<file path="src/rtl/ycbcr_class_pkg.sv">
`default_nettype none
// ============================================================================
//  Module   : ycbcr_class_pkg
//  Brief    : Shared types and constants for the YCbCr multi-class
//             threshold classifier: threshold record layout, cfg_wdata
//             field offsets, default class count and a clog2 helper.
//  Revision : 1.0  initial release
// ============================================================================
package ycbcr_class_pkg;

    // Component width the threshold record is built around.
    localparam int c_cw            = 8;
    localparam int c_wdata_w       = 6*c_cw + 1;

    // cfg_wdata layout {en,YL,YH,CBL,CBH,CRL,CRH}, enable in the MSB.
    localparam int c_crh_lsb       = 0;
    localparam int c_crl_lsb       = 1*c_cw;
    localparam int c_cbh_lsb       = 2*c_cw;
    localparam int c_cbl_lsb       = 3*c_cw;
    localparam int c_yh_lsb        = 4*c_cw;
    localparam int c_yl_lsb        = 5*c_cw;
    localparam int c_en_bit        = 6*c_cw;

    // Default number of classes; the class code equal to the class count
    // means "no class matched".
    localparam int c_num_class_def = 12;
    localparam int NO_CLASS        = c_num_class_def;

    typedef struct packed {
        logic            en;
        logic [c_cw-1:0] yl;
        logic [c_cw-1:0] yh;
        logic [c_cw-1:0] cbl;
        logic [c_cw-1:0] cbh;
        logic [c_cw-1:0] crl;
        logic [c_cw-1:0] crh;
    } thresh_t;

    // Ceiling log2 for elaboration-time width calculations.
    function automatic int clog2(input int v);
        int r;
        r = 0;
        while ((1 << r) < v) r++;
        return r;
    endfunction

    // Unpacks a configuration word into a threshold record.
    function automatic thresh_t unpack_thresh(input logic [c_wdata_w-1:0] w);
        thresh_t t;
        t.en  = w[c_en_bit];
        t.yl  = w[c_yl_lsb  +: c_cw];
        t.yh  = w[c_yh_lsb  +: c_cw];
        t.cbl = w[c_cbl_lsb +: c_cw];
        t.cbh = w[c_cbh_lsb +: c_cw];
        t.crl = w[c_crl_lsb +: c_cw];
        t.crh = w[c_crh_lsb +: c_cw];
        return t;
    endfunction

endpackage
`default_nettype wire

</file>
<file path="src/rtl/ycbcr_range_cmp.sv">
`default_nettype none
// ============================================================================
//  Module   : ycbcr_range_cmp
//  Brief    : Combinational 3-channel inclusive window test of one pixel
//             against one threshold record. A disabled record, or any
//             channel with low bound above high bound, never hits.
//  Revision : 1.0  initial release
// ============================================================================
module ycbcr_range_cmp
    import ycbcr_class_pkg::*;
(
    input  thresh_t         i_thr,
    input  logic [c_cw-1:0] i_y,
    input  logic [c_cw-1:0] i_cb,
    input  logic [c_cw-1:0] i_cr,
    output logic            o_hit
);

    logic w_y_in;
    logic w_cb_in;
    logic w_cr_in;

    assign w_y_in  = (i_y  >= i_thr.yl)  && (i_y  <= i_thr.yh);
    assign w_cb_in = (i_cb >= i_thr.cbl) && (i_cb <= i_thr.cbh);
    assign w_cr_in = (i_cr >= i_thr.crl) && (i_cr <= i_thr.crh);

    assign o_hit = i_thr.en && w_y_in && w_cb_in && w_cr_in;

endmodule
`default_nettype wire

</file>
<file path="src/rtl/ycbcr_class_thresh.sv">
`default_nettype none
// ============================================================================
//  Module   : ycbcr_class_thresh
//  Brief    : Multi-class YCbCr window classifier. Double-buffered
//             threshold table (shadow written any time, active loaded at
//             frame start), 2-cycle pipeline producing raw hit mask and
//             priority class, aligned RGB/sync pass-through, and optional
//             per-class winner counters enabled by macro CLASS_COUNT_EN.
//             CW must match the package component width.
//  Revision : 1.0  initial release
// ============================================================================
module ycbcr_class_thresh
    import ycbcr_class_pkg::*;
#(
    parameter int CW        = c_cw,
    parameter int DW        = 24,
    parameter int NUM_CLASS = c_num_class_def,
    parameter int CLW       = clog2(NUM_CLASS + 1),
    parameter int CNTW      = 20
)(
    input  logic                      pixelclk,
    input  logic                      reset,
    input  logic [3*CW-1:0]           i_ycbcr,
    input  logic [DW-1:0]             i_rgb,
    input  logic                      i_hsync,
    input  logic                      i_vsync,
    input  logic                      i_de,
    input  logic                      cfg_we,
    input  logic [CLW-1:0]            cfg_class,
    input  logic [6*CW:0]             cfg_wdata,
    output logic [CLW-1:0]            o_class,
    output logic [NUM_CLASS-1:0]      o_hit,
    output logic [DW-1:0]             o_rgb,
    output logic                      o_hsync,
    output logic                      o_vsync,
    output logic                      o_de,
    output logic [NUM_CLASS*CNTW-1:0] o_cnt,
    output logic                      o_cnt_vld
);

    localparam logic [CLW-1:0] c_no_class  = CLW'(NUM_CLASS);

    thresh_t              r_shadow [NUM_CLASS];
    thresh_t              r_active [NUM_CLASS];
    logic                 r_vs_in_d;
    logic                 w_frame_start;

    logic [CW-1:0]        w_y;
    logic [CW-1:0]        w_cb;
    logic [CW-1:0]        w_cr;
    logic [NUM_CLASS-1:0] w_hit;

    logic [NUM_CLASS-1:0] r_hit1;
    logic [CLW-1:0]       w_class1;
    logic [DW-1:0]        r_rgb1;
    logic                 r_hs1;
    logic                 r_vs1;
    logic                 r_de1;

    logic                 r_ovs_d;
    logic                 w_out_frame;

    assign w_y  = i_ycbcr[3*CW-1 -: CW];
    assign w_cb = i_ycbcr[2*CW-1 -: CW];
    assign w_cr = i_ycbcr[CW-1   -: CW];

    assign w_frame_start = i_vsync & ~r_vs_in_d;

    // Threshold tables: the copy reads the shadow before any same-cycle
    // write lands, so a write on the frame-start cycle waits a frame.
    always_ff @(posedge pixelclk) begin
        if (reset) begin
            r_vs_in_d <= 1'b0;
            for (int k = 0; k < NUM_CLASS; k++) begin
                r_shadow[k] <= '0;
                r_active[k] <= '0;
            end
        end else begin
            r_vs_in_d <= i_vsync;
            if (w_frame_start) begin
                for (int k = 0; k < NUM_CLASS; k++) begin
                    r_active[k] <= r_shadow[k];
                end
            end
            if (cfg_we && (cfg_class < c_no_class)) begin
                r_shadow[cfg_class] <= unpack_thresh(cfg_wdata);
            end
        end
    end

    generate
        for (genvar k = 0; k < NUM_CLASS; k++) begin : g_cmp
            ycbcr_range_cmp u_cmp (
                .i_thr (r_active[k]),
                .i_y   (w_y),
                .i_cb  (w_cb),
                .i_cr  (w_cr),
                .o_hit (w_hit[k])
            );
        end
    endgenerate

    // Stage 1: hit vector, blanked outside active video.
    always_ff @(posedge pixelclk) begin
        if (reset) begin
            r_hit1 <= '0;
        end else begin
            r_hit1 <= i_de ? w_hit : '0;
        end
    end

    // Priority select: lowest set index wins, none gives the no-class code.
    always_comb begin
        w_class1 = c_no_class;
        for (int k = NUM_CLASS - 1; k >= 0; k--) begin
            if (r_hit1[k]) w_class1 = CLW'(k);
        end
    end

    // Stage 2: registered hit mask and winning class.
    always_ff @(posedge pixelclk) begin
        if (reset) begin
            o_hit   <= '0;
            o_class <= c_no_class;
        end else begin
            o_hit   <= r_hit1;
            o_class <= w_class1;
        end
    end

    // RGB pass-through delay; pure data so it carries no reset.
    always_ff @(posedge pixelclk) begin
        r_rgb1 <= i_rgb;
        o_rgb  <= r_rgb1;
    end

    // Sync and data-enable delay aligned with the classification result.
    always_ff @(posedge pixelclk) begin
        if (reset) begin
            r_hs1   <= 1'b0;
            r_vs1   <= 1'b0;
            r_de1   <= 1'b0;
            o_hsync <= 1'b0;
            o_vsync <= 1'b0;
            o_de    <= 1'b0;
        end else begin
            r_hs1   <= i_hsync;
            r_vs1   <= i_vsync;
            r_de1   <= i_de;
            o_hsync <= r_hs1;
            o_vsync <= r_vs1;
            o_de    <= r_de1;
        end
    end

    assign w_out_frame = o_vsync & ~r_ovs_d;

    // Output-side frame edge detect and the count-valid strobe.
    always_ff @(posedge pixelclk) begin
        if (reset) begin
            r_ovs_d   <= 1'b0;
            o_cnt_vld <= 1'b0;
        end else begin
            r_ovs_d   <= o_vsync;
            o_cnt_vld <= w_out_frame;
        end
    end

`ifdef CLASS_COUNT_EN
    logic [CNTW-1:0] r_cnt [NUM_CLASS];

    // Per-class saturating winner counters; the winner on the edge cycle
    // already belongs to the new frame.
    always_ff @(posedge pixelclk) begin
        if (reset) begin
            o_cnt <= '0;
            for (int k = 0; k < NUM_CLASS; k++) begin
                r_cnt[k] <= '0;
            end
        end else begin
            for (int k = 0; k < NUM_CLASS; k++) begin
                if (w_out_frame) begin
                    o_cnt[k*CNTW +: CNTW] <= r_cnt[k];
                    r_cnt[k] <= (o_de && (o_class == CLW'(k))) ? CNTW'(1) : '0;
                end else if (o_de && (o_class == CLW'(k)) && (r_cnt[k] != {CNTW{1'b1}})) begin
                    r_cnt[k] <= r_cnt[k] + 1'b1;
                end
            end
        end
    end
`else
    assign o_cnt = '0;
`endif

endmodule
`default_nettype wire

</file>
<file path="config.mk">
export PLATFORM = sky130hd
export DESIGN_NAME = ycbcr_class_thresh
export DESIGN_NICKNAME = d
export VERILOG_FILES = /design/src/rtl/ycbcr_class_pkg.sv /design/src/rtl/ycbcr_range_cmp.sv /design/src/rtl/ycbcr_class_thresh.sv
export SDC_FILE = /design/constraint.sdc
export NUM_CORES = 2
export LEC_CHECK = 0
export CORE_UTILIZATION = 36
export DETAILED_ROUTE_END_ITERATION = 6
export SLEW_MARGIN = 0
export SYNTH_ARGS = -nofsm -noshare
export SYNTH_HDL_FRONTEND = slang
export SYNTH_SLANG_ARGS = --single-unit
</file>
<file path="constraint.sdc">
create_clock -name pixelclk -period 18.1 [get_ports pixelclk]
set_input_delay 2.715 -clock pixelclk [delete_from_list [all_inputs] [get_ports pixelclk]]
set_output_delay 2.715 -clock pixelclk [all_outputs]
set_load 0.01 [all_outputs]
</file>
Word-level counts from Yosys, hierarchy flattened. Memory sizes are Yosys's and may differ from the RTL's. Index checks and enable logic that the tools add are counted.

Add/sub/neg operators: 0. Multipliers: 0. Divide/modulo/power cells: 0. $lt $le $gt $ge: 73. Equal/unequal tests: 0. Shift-type cells: 0. Multiplexer cells: 35. Bitwise operators: 17. Reductions and logical operators: 77.

Operator list (number): 49-bit two-way mux (13); 8-bit >= comparator (36); 8-bit <= comparator (36); 1-bit logical AND (73); 49-bit OR reduction (1); 4-bit two-way mux (12); 1-bit bitwise OR (12); 1-bit two-way mux (9); 4-bit less-than comparator, second input constant (1); 2-bit OR reduction (2); 3-bit two-way mux (1); 1-bit NOT (3); 3-bit OR reduction (1); 1-bit AND (2).

Register bits after elaboration: 84. Latch bits: 0. Memory bits (writable): 1176. ROM bits: 0. Bits of input ports: 107. Output and inout bits: 284. Logic and storage cells: 219. Memories: 2.

Memories: r_active (words 12, bits a word 49, read ports 12, clocked after Yosys merged registers in 0, wr ports 12, line ycbcr_class_thresh.sv:44) `thresh_t r_active [NUM_CLASS];`; r_shadow (words 12, bits a word 49, read ports 12, clocked after Yosys merged registers in 0, wr ports 12, line ycbcr_class_thresh.sv:43) `thresh_t r_shadow [NUM_CLASS];`.

Depth between registers and ports, before layout.
Depth in word-level cells: 12. Gate-level depth with buffers: 8. Depth with buffers taken out: 8.

By module. A second synthesis with hierarchy kept.

Cell total of the unflattened synthesis: 4927. Area total of the unflattened synthesis: 61801.8 sq um.

By module, submodules not included: ycbcr_class_thresh (times used 1, cells each 2947, area an instance 47628.2 sq um); ycbcr_range_cmp (times used 12, cells each 165, area an instance 1181.1 sq um).

Worst setup path after synthesis. No wires, ideal clock.

Path kind: in2reg. Start point: in reset. End point: mem r_active[0][0] in the netlist's numbering, enable pin. Setup time: 1063 ps. Arrival: 17127 ps. Path slack: -90 ps. Stages on the path: 3. Buffers on the path: 2. Cells stage by stage: buf_6 clkbuf_1 nand2b_1.

RTL lines: start: declaration (line ycbcr_class_thresh.sv:22) `input logic reset,`; end: declaration (line ycbcr_class_thresh.sv:44).

==> key figures <==
Outcome
  – Status: completed

Pwr
  – Clock network power share: 0.418
  – Sw Share: 0.242
  – Power Internal: 5330 uW
  – Power Dens Cells: 102 mW/mm^2
  – Psw: 1700 uW
  – Part of the power in registers: 0.488
  – Max VDD drop: 108 uV
  – LEAKAGE: 0.0276 uW
  – Comb pwr share: 0.095

Finish
  – Layout net count: 5728
  – Synth-to-Final Area Change: 13.2%
  – Filler cell count: 15500
  – Layout cells sized above 1: 0.0653
  – Final non-filler cell total: 7374
  – Register area: 0.0370 mm^2
  – Area of the multi-input gates: 0.0205 mm^2
  – Core Util, Final: 0.412

Placement
  – Placement Setup Slack: 11660 ps
  – Number of port buffers: 150
  – Hpwl dp: 92.3 mm
  – Dpl cells: 7105
  – GPL Wtd Cong: 0.804

Logic synthesis
  – Syn Inst Count: 4859
  – Post-synthesis instance area: 0.0611 mm^2
  – EDFF count, synth: 1176
  – Post-synth top flop: edfxtp_1
  – Post-synth ARST share: 0
  – Avg Synthesized Cell Area: 12.6 um^2
  – Yosys Warn Count: 0
  – Library cells used by synthesis: 55
  – Seq/Total Area, Yosys: 0.606
  – Yosys reg bits: 1260

Timing
  – Fmax: 179 MHz
  – Final Hold Violating Endpoints: 0
  – Unrepaired setup endpoints after global routing: no
  – Setup violations, final: 0
  – Pins Over Slew Limit: 0
  – Final WS setup: 12510 ps
  – Worst Tran Pin Value: 1380 ps
  – Fin crit share: 0.309
  – Sum of negative setup slack: 0 ps
  – Relative slew slack: 0.0539
  – Worst Skew: 51.5 ps
  – Shortest period the worst path allows: 5590 ps

Detailed routing
  – Drt pass-1 iters: 5
  – Routed Antenna Nets: 0
  – WL per Instance: 20.3 um
  – DR vias: 34800
  – Initial DRC count: 2554
  – Post-Route WL: 150 mm
  – Vias per inst: 4.72
  – Post-route DRC: 0

Global routing
  – Vias in the first global route: 33800
  – First-pass GRT wire length: 217 mm
  – Global Route Usage Sum: 0.175
  – Largest net degree at the start of global routing: 142
  – Initial antenna violation count: 31
  – Total grt overflow: 0

Run
  – Max Cap Viol: 0

Critical path
  – Arrival time at the worst endpoint: 5990 ps
  – Req. time, crit path: 18510 ps
  – CP startpoint kind: primary input
  – Crit path kind: in -> reg
  – Largest stage delay on the critical path: 820 ps
  – Critical Path Sink Type: register
  – Most frequent CP cell: buf_4
  – Crit path max fanout: 69
  – CP max-delay cell: buf_4
  – CP Cell Sequence: buf_4 -> buf_4 -> nand2b_4 -> buf_4 -> buf_4

Clocking
  – H-tree lvl count: 4
  – CTS Buf Count: 142
  – Reg clk slew, reported paths: 60 ps
  – CTS Buffer Depth: 3
  – Clock Sinks: 1260
  – CTS tree: built
  – Hold-fix buffers at CTS: 0
  – Clk root buf: clkbuf_16
  – Post-CTS Setup Bufs: 0
  – Cts repair resizes: 0
  – Clk Latency, worst-skew pair: 800 ps

Die
  – Die Width: 414 um
  – Initial Util: 0.364
  – Area of the core: 0.168 mm^2
  – Die H: 414 um
  – Die area: 0.171 mm^2
  – I/O pins: 391
  – # rows: 150

Min path
  – Worst min path class: reg -> reg
-- per-stage QoR --
step,cell area [um^2],hold WS [ps],total power (uW)
after global placement,64300,310,4130
after CTS,69100,325,7100
final,69200,322,7020
after floorplan,62000,310,3930
after global routing,69100,330,7300
after detailed placement,64300,312,4160
-- flip-flops by register name (all words and copies together), names as in the netlist, 4 cells and up --
register	flops
r_active	588
r_shadow	588
o_rgb	24
r_rgb1	24
o_hit	12
r_hit1	12
o_class	4
-- worst paths after layout --
check                           startpoint               end  slack (ps)  cells past startpoint
worst max-delay path                 reset  r_active[2][145]       12510                      5
worst min-delay path             r_rgb1[0]          o_rgb[0]         320                      0
worst max register to register       r_vs1   r_active[2][34]       14540                      6
worst min register to register   r_rgb1[0]          o_rgb[0]         320                      0
-- cell usage after synthesis (all sizes together) (5+ instances only) --
cell	number	area [um^2]
ha	576	7210
nor3	20	121
a21o	21	158
a21oi	215	1080
o31a	5	43.8
nand4	70	438
inv	539	2020
o211ai	31	233
nor4	7	43.8
o21ai	118	591
o21a	16	120
nor2b	144	908
a211oi	13	97.6
clkbuf	175	682
buf	244	1830
or2	12	75.1
a31oi	12	75.1
o2111ai	9	78.8
nor2	73	297
o31ai	5	37.5
and2	1078	6740
o22ai	11	68.8
a2111oi	24	210
nand3	9	45.0
dfxtp	84	1680
nand2	113	424
nand2b	28	183
edfxtp	1176	35300
-- logic make-up (layout without fill, tap and decap cells) --
family,Yosys count,in the layout,synth area share
AND/OR/NAND/NOR,1563,1563,0.153
AO/OA/AOI/OAI,501,501,0.0487
flip-flops,1260,1260,0.606
adder cells (fa/ha/maj),576,576,0.118
buffers and inverters,958,1021,0.0743
other,1,249,0.0000614
-- routing by layer --
layer  track usage  vias up  routed length (um)
li1              -    16600                   -
met1         0.225    17100               63600
met2         0.299      845               73800
met3        0.0311      245                8530
met4        0.0539        8                3850
met5             0        -                  54
-- worst max-delay path, delay by kind of cell --
kind,cells,cell delay (ps)
simple gates,1,740
buf+inv,4,2350
-- layout by cell type (no fill, tap or decap), types with 71 or more instances in the layout --
cell type        count
buf_4               71
conb_1             240
clkdlybuf4s50_1    145
inv_1              539
clkbuf_16          144
ha_1               576
nor2b_1            143
nand2_1            113
dfxtp_1             84
edfxtp_1          1176
o21ai_0            118
a21oi_1            215
and2_1            1078
-- power by group through the flow --
stage | logic, uW | clock network, uW | registers [uW]
after floorplan | 431 | 0 | 3500
after global routing | 752 | 3110 | 3440
after detailed placement | 671 | 0 | 3490
after global placement | 647 | 0 | 3480
after CTS | 675 | 3000 | 3430
final | 666 | 2930 | 3430
-- layout make-up --
class,instances,area share
Clock inverter,86,0.0140
Multi-Input combinational cell,2880,0.297
Inverter,539,0.0293
Clock buffer,174,0.0553
Sequential cell,1260,0.535
Timing Repair Buffer,222,0.0294
Antenna cell,9,0.000326
Tap cell,2204,0.0399
Power figures use the tool's default switching activity.
